<file path="src/rtl/jtoutrun_obj_scan.sv">
// jtoutrun_obj_scan
// Object table scanner for the double-buffered OutRun object RAM.
// Owns the bank select `half` (CPU side uses half, video side uses ~half) and
// swaps it at vblank when the CPU has asked for it. For every line it walks the
// video-side bank and hands each entry visible on that line to the draw engine.
//
// Ports
//   clk, rst              system clock, synchronous active-high reset
//   swap_req, vb_start    buffer-swap request pulse, vblank start pulse
//   hstart, vrender       start scanning for line vrender (sampled at hstart)
//   half                  bank select
//   tbl_addr, tbl_dout    bank-relative word address / registered read data (1-cycle latency)
//   dr_start, dr_busy     draw engine handshake
//   dr_idx, dr_line, dr_attr  entry index, line within object, words {w5,w4,w3,w2}
//   scan_ovf              pulse when a scan is cut short by a new hstart
//
// state | meaning
// IDLE  | waiting for hstart
// RD0   | w0 address on the bus, waiting for RAM latency
// CHK0  | w0 on tbl_dout: end / hide / latch top
// CHK1  | w1 on tbl_dout: visibility test against bottom
// FETCH | four cycles collecting w2..w5
// EMIT  | waiting for the draw engine to go idle, then hand over
// NEXT  | advance to the next entry or finish
// DONE  | one cycle before returning to IDLE
module jtoutrun_obj_scan #(
  parameter int MAXOBJ = 128,
  parameter int TOPW   = 9
) (
  input  logic            clk,
  input  logic            rst,
  input  logic            swap_req,
  input  logic            vb_start,
  input  logic            hstart,
  input  logic [TOPW-1:0] vrender,
  output logic            half,
  output logic [9:0]      tbl_addr,
  input  logic [15:0]     tbl_dout,
  output logic            dr_start,
  input  logic            dr_busy,
  output logic [6:0]      dr_idx,
  output logic [TOPW-1:0] dr_line,
  output logic [63:0]     dr_attr,
  output logic            scan_ovf
);

  typedef enum logic [2:0] {IDLE, RD0, CHK0, CHK1, FETCH, EMIT, NEXT, DONE} state_t;

  state_t          state;
  logic            pending;
  logic [6:0]      idx;
  logic [TOPW-1:0] vr;
  logic [TOPW-1:0] top;
  logic [63:0]     attr;
  logic [1:0]      fcnt;

  always_ff @(posedge clk) begin
    if (rst) begin
      half    <= 1'b0;
      pending <= 1'b0;
    end else if (vb_start && (pending || swap_req)) begin
      half    <= ~half;
      pending <= 1'b0;
    end else if (swap_req) begin
      pending <= 1'b1;
    end
  end

  always_ff @(posedge clk) begin
    if (rst) begin
      state    <= IDLE;
      idx      <= '0;
      vr       <= '0;
      top      <= '0;
      attr     <= '0;
      fcnt     <= '0;
      tbl_addr <= '0;
      dr_start <= 1'b0;
      dr_idx   <= '0;
      dr_line  <= '0;
      dr_attr  <= '0;
      scan_ovf <= 1'b0;
    end else begin
      dr_start <= 1'b0;
      scan_ovf <= 1'b0;
      // A new line always wins; any entry waiting in EMIT is dropped.
      if (hstart) begin
        if (state != IDLE && state != DONE) scan_ovf <= 1'b1;
        idx      <= '0;
        tbl_addr <= '0;
        vr       <= vrender;
        state    <= RD0;
      end else begin
        case (state)
          IDLE: ;
          RD0: begin
            tbl_addr <= tbl_addr + 10'd1;
            state    <= CHK0;
          end
          CHK0: begin
            if (tbl_dout[15]) begin
              state <= DONE;
            end else if (tbl_dout[14]) begin
              state <= NEXT;
            end else begin
              top      <= tbl_dout[TOPW-1:0];
              tbl_addr <= tbl_addr + 10'd1;
              state    <= CHK1;
            end
          end
          CHK1: begin
            if (top <= vr && vr < tbl_dout[TOPW-1:0]) begin
              tbl_addr <= tbl_addr + 10'd1;
              fcnt     <= '0;
              state    <= FETCH;
            end else begin
              state <= NEXT;
            end
          end
          FETCH: begin
            // Shift in from the top so w2 ends up in the low word.
            attr <= {tbl_dout, attr[63:16]};
            fcnt <= fcnt + 2'd1;
            if (fcnt < 2'd2) tbl_addr <= tbl_addr + 10'd1;
            if (fcnt == 2'd3) state <= EMIT;
          end
          EMIT: begin
            if (!dr_busy) begin
              dr_start <= 1'b1;
              dr_idx   <= idx;
              dr_line  <= vr - top;
              dr_attr  <= attr;
              state    <= NEXT;
            end
          end
          NEXT: begin
            if (idx == 7'(MAXOBJ - 1)) begin
              state <= DONE;
            end else begin
              idx      <= idx + 7'd1;
              tbl_addr <= {idx + 7'd1, 3'd0};
              state    <= RD0;
            end
          end
          DONE:    state <= IDLE;
          default: state <= IDLE;
        endcase
      end
    end
  end

endmodule
</file>
<file path="config.mk">
export PLATFORM = sky130hd
export DESIGN_NAME = jtoutrun_obj_scan
export DESIGN_NICKNAME = d
export VERILOG_FILES = /design/src/rtl/jtoutrun_obj_scan.sv
export SDC_FILE = /design/constraint.sdc
export NUM_CORES = 1
export LEC_CHECK = 0
export CAP_MARGIN = 20
export CORE_MARGIN = 4
export CORE_UTILIZATION = 48
export DETAILED_ROUTE_END_ITERATION = 10
export PLACE_DENSITY_LB_ADDON = 0.08
export SYNTH_ARGS = -nofsm -noshare
export SYNTH_HDL_FRONTEND = slang
export SYNTH_SLANG_ARGS = --single-unit
export TNS_END_PERCENT = 10
</file>
<file path="constraint.sdc">
create_clock -name clk -period 2 [get_ports clk]
set_input_delay 0.4 -clock clk [delete_from_list [all_inputs] [get_ports clk]]
set_output_delay 0.4 -clock clk [all_outputs]
set_load 0.05 [all_outputs]
</file>
==> results.toml <==
[power_and_ir_drop]
ir_drop_mv = 0.609
clkPwrFrac_pct = 41.3
p_int_w = 0.00572
switching_share_pct = 24.3
power_frac_seq_pct = 50.2
power_frac_comb_pct = 8.5
power_leakage_nw = 4.68
p_sw_w = 0.00183
p_per_area_nw_per_um2 = 713

[placement]
place.gp.congestion = 0.864
port_buffers = 123
hpwl_um = 13500
dp_cells = 1314

[synthesis]
async_flop_share_pct = 0
synth_area_leaders = "dfxtp_1 49%, nand2_1 15%, a21oi_1 11%"
syn_area_per_cell_um2 = 7.91
netlist_top_cells_count = "296 x nand2_1, 188 x dfxtp_1, 170 x a21oi_1, 58 x nor2_1, 48 x clkbuf_1"
synth_top_area_share_pct = 49.3
yosysWarnings = 0
ys_ff_latch = 188
synth_area_um2 = 7630
synth_edf_count = 0
ys_types = 54
synth-main-ff-cell = "dfxtp_1"
yosysTopAreaCell = "dfxtp_1"
netlist_instances = 965
synth_nets = 1017
synthMostInstantiatedCell = "nand2_1"
ys_seq_area_share_pct = 49.3

[die]
die_x_um = 134
initial_core_util_pct = 49.6
rows = 45
core_area_um2 = 15400
ios = 124
dieArea_um2 = 18000
dieHeight_um = 134

[clock_network]
cts_sinks = 188
clkLatencyLatePin_ns = 0.43
htreeDepth = 4
cts-root-buf = "clkbuf_16"
hold_buffers = 0
cts_buffer_depth = 2
clk_pin_slew_worst_paths_ns = 0.07
cts_buffers = 17
cts_tree = "built"

[global_route]
track_usage_pct = 22.2
grt_pass1_vias = 6587
grt_pass1_wl_um = 32600
grt_start_max_net_pins = 92
antenna_found_initial = 1
grt_overflow_total = 0

[sta]
clock.fmax_mhz = 497
tightest_slew_ns = 0.576
finClkSkew_ns = 0.0132
worst_slack_ns = -0.0132
grt_setup_unrepaired = "true"
maxSlewHeadroom_pct = 61.6
setup_viol = 2
post-route-period-util_pct = 101
maxSlewViolCount = 0
finalHoldViolCount = 0
min_period_ns = 2.01

[cells_and_area]
multiInputGateArea_um2 = 3940
fin_cells = 1352
filler_cell_count = 1316
num_antenna_cells = 0
drive_gt1_share_pct = 16.6
area_growth_pct = 38.7
final_core_util_pct = 68.8
nets = 1180
ff_latch_area_um2 = 3770

[detailed_routing]
drt-total-wl_um = 20300
first_pass_iters = 9
routed-via-count = 7104
route.detailed.drc = 0
postRouteAntennaNets = 0
detail_route.iter0.violations = 558
viasPerCell = 5.25
wl_per_cell_um = 15.0

[worst_setup_path]
worstPathRequired_ns = 2.33
crit_fanout = 5
crit_type = "in -> reg"
cp-start-kind = "input pin"
worstPathArrival_ns = 2.35
end_kind = "flop"

[hold_path]
hp-class = "in -> reg"

[run_status]
violations = "negative setup slack"
status = "complete, but fails checks"

[run]
cap_violations = 0
metal layers:
layer | share of wire, % | routed length [µm] | GRT usage, % | vias up
met3 | 5.6 | 1140 | 5.74 | 16
met1 | 48 | 9740 | 32.0 | 3353
met4 | 0.72 | 146 | 4.98 | 2
li1 | - | - | - | 3563
met2 | 46 | 9280 | 33.5 | 170
met5 | 0.064 | 13 | 0 | -
final cells by class:
cell class	count	area share (%)
multi-input combinational	694	37.2
sequential	188	35.7
timing repair buffer	204	18.7
clock buffer	21	4.26
tap	211	2.49
clock inverter	11	0.839
inverter	23	0.816
sequential cells by signal, indices dropped and copies added, names as in the netlist:
name	cells
dr_idx	7
half	1
scan_ovf	1
dr_start	1
pending	1
attr	64
top	9
vr	9
fcnt	2
dr_attr	64
idx	7
state	3
dr_line	9
tbl_addr	10
final timing paths:
check / depth (start not counted) / slack (ns) / from / end
hold / removal: 2 / 0.25 / rst / dr_line[5]
setup reg to reg: 8 / -0.01 / top[1] / tbl_addr[0]
hold reg to reg: 2 / 0.45 / dr_attr[5] / dr_attr[5]
setup / recovery: 11 / -0.01 / tbl_dout[8] / fcnt[1]
power by group through the flow:
stage | clock, W | sequential (W) | combinational (W)
after detailed placement | 0 | 0.00387 | 0.000534
after CTS | 0.00317 | 0.00378 | 0.000570
after global placement | 0 | 0.00387 | 0.000530
final | 0.00312 | 0.00379 | 0.000642
after floorplan | 0 | 0.00388 | 0.000272
after global routing | 0.00334 | 0.00379 | 0.000694
worst max-delay path, cell delays in order:
cell             delay [ns]
clkdlybuf4s50_1        0.49
inv_2                  0.07
ha_4                   0.27
nand4_1                0.16
a21oi_2                0.20
a21oi_2                0.10
buf_4                  0.14
buf_4                  0.13
o21ai_4                0.08
o22ai_1                0.12
a211oi_1               0.19
placed cells by master (no fill, tap or decap), drive strengths merged, types with 10 or more instances in the layout:
cell	netlist	final
nand2	296	296
dfxtp	188	188
a21oi	171	171
buf	12	94
nor2	58	58
dlymetal6s2s	0	46
clkdlybuf4s50	0	44
inv	23	26
clkbuf	48	21
dlygate4sd2	0	20
ha	20	20
o21ai	20	20
nor3	11	11
mux2i	10	10
repair_timing:
action	4_1_cts	5_1_grt
setup endpoints to repair	31	63
resized for setup	37	102
setup buffers	3	5
pin swaps	6	24
per-stage QoR:
stage	worst slack, ns	hold slack [ns]	area (µm²)	power, W	TNS (ns)
final	-0.0132	0.252	10600	0.00755	-0.0221
after global routing	-0.0998	0.241	10600	0.00782	-0.658
after CTS	0.00106	0.231	10200	0.00752	0
after detailed placement	-0.582	0.444	9520	0.00440	-8.37
after global placement	-0.504	0.443	9520	0.00440	-8.82
after floorplan	0.0709	0.432	7640	0.00415	0
cells by family after synthesis:
kind of cell               share of synthesized area (%)
buffers and inverters                               4.17
DFF                                                 49.3
xor gates and xnor gates                            1.49
adders and majority gates                           3.54
muxes                                               1.31
AOI/OAI and AO/OA                                   17.7
and+or+nand+nor                                     22.5
Note: power is estimated with default switching activity, not from simulation.
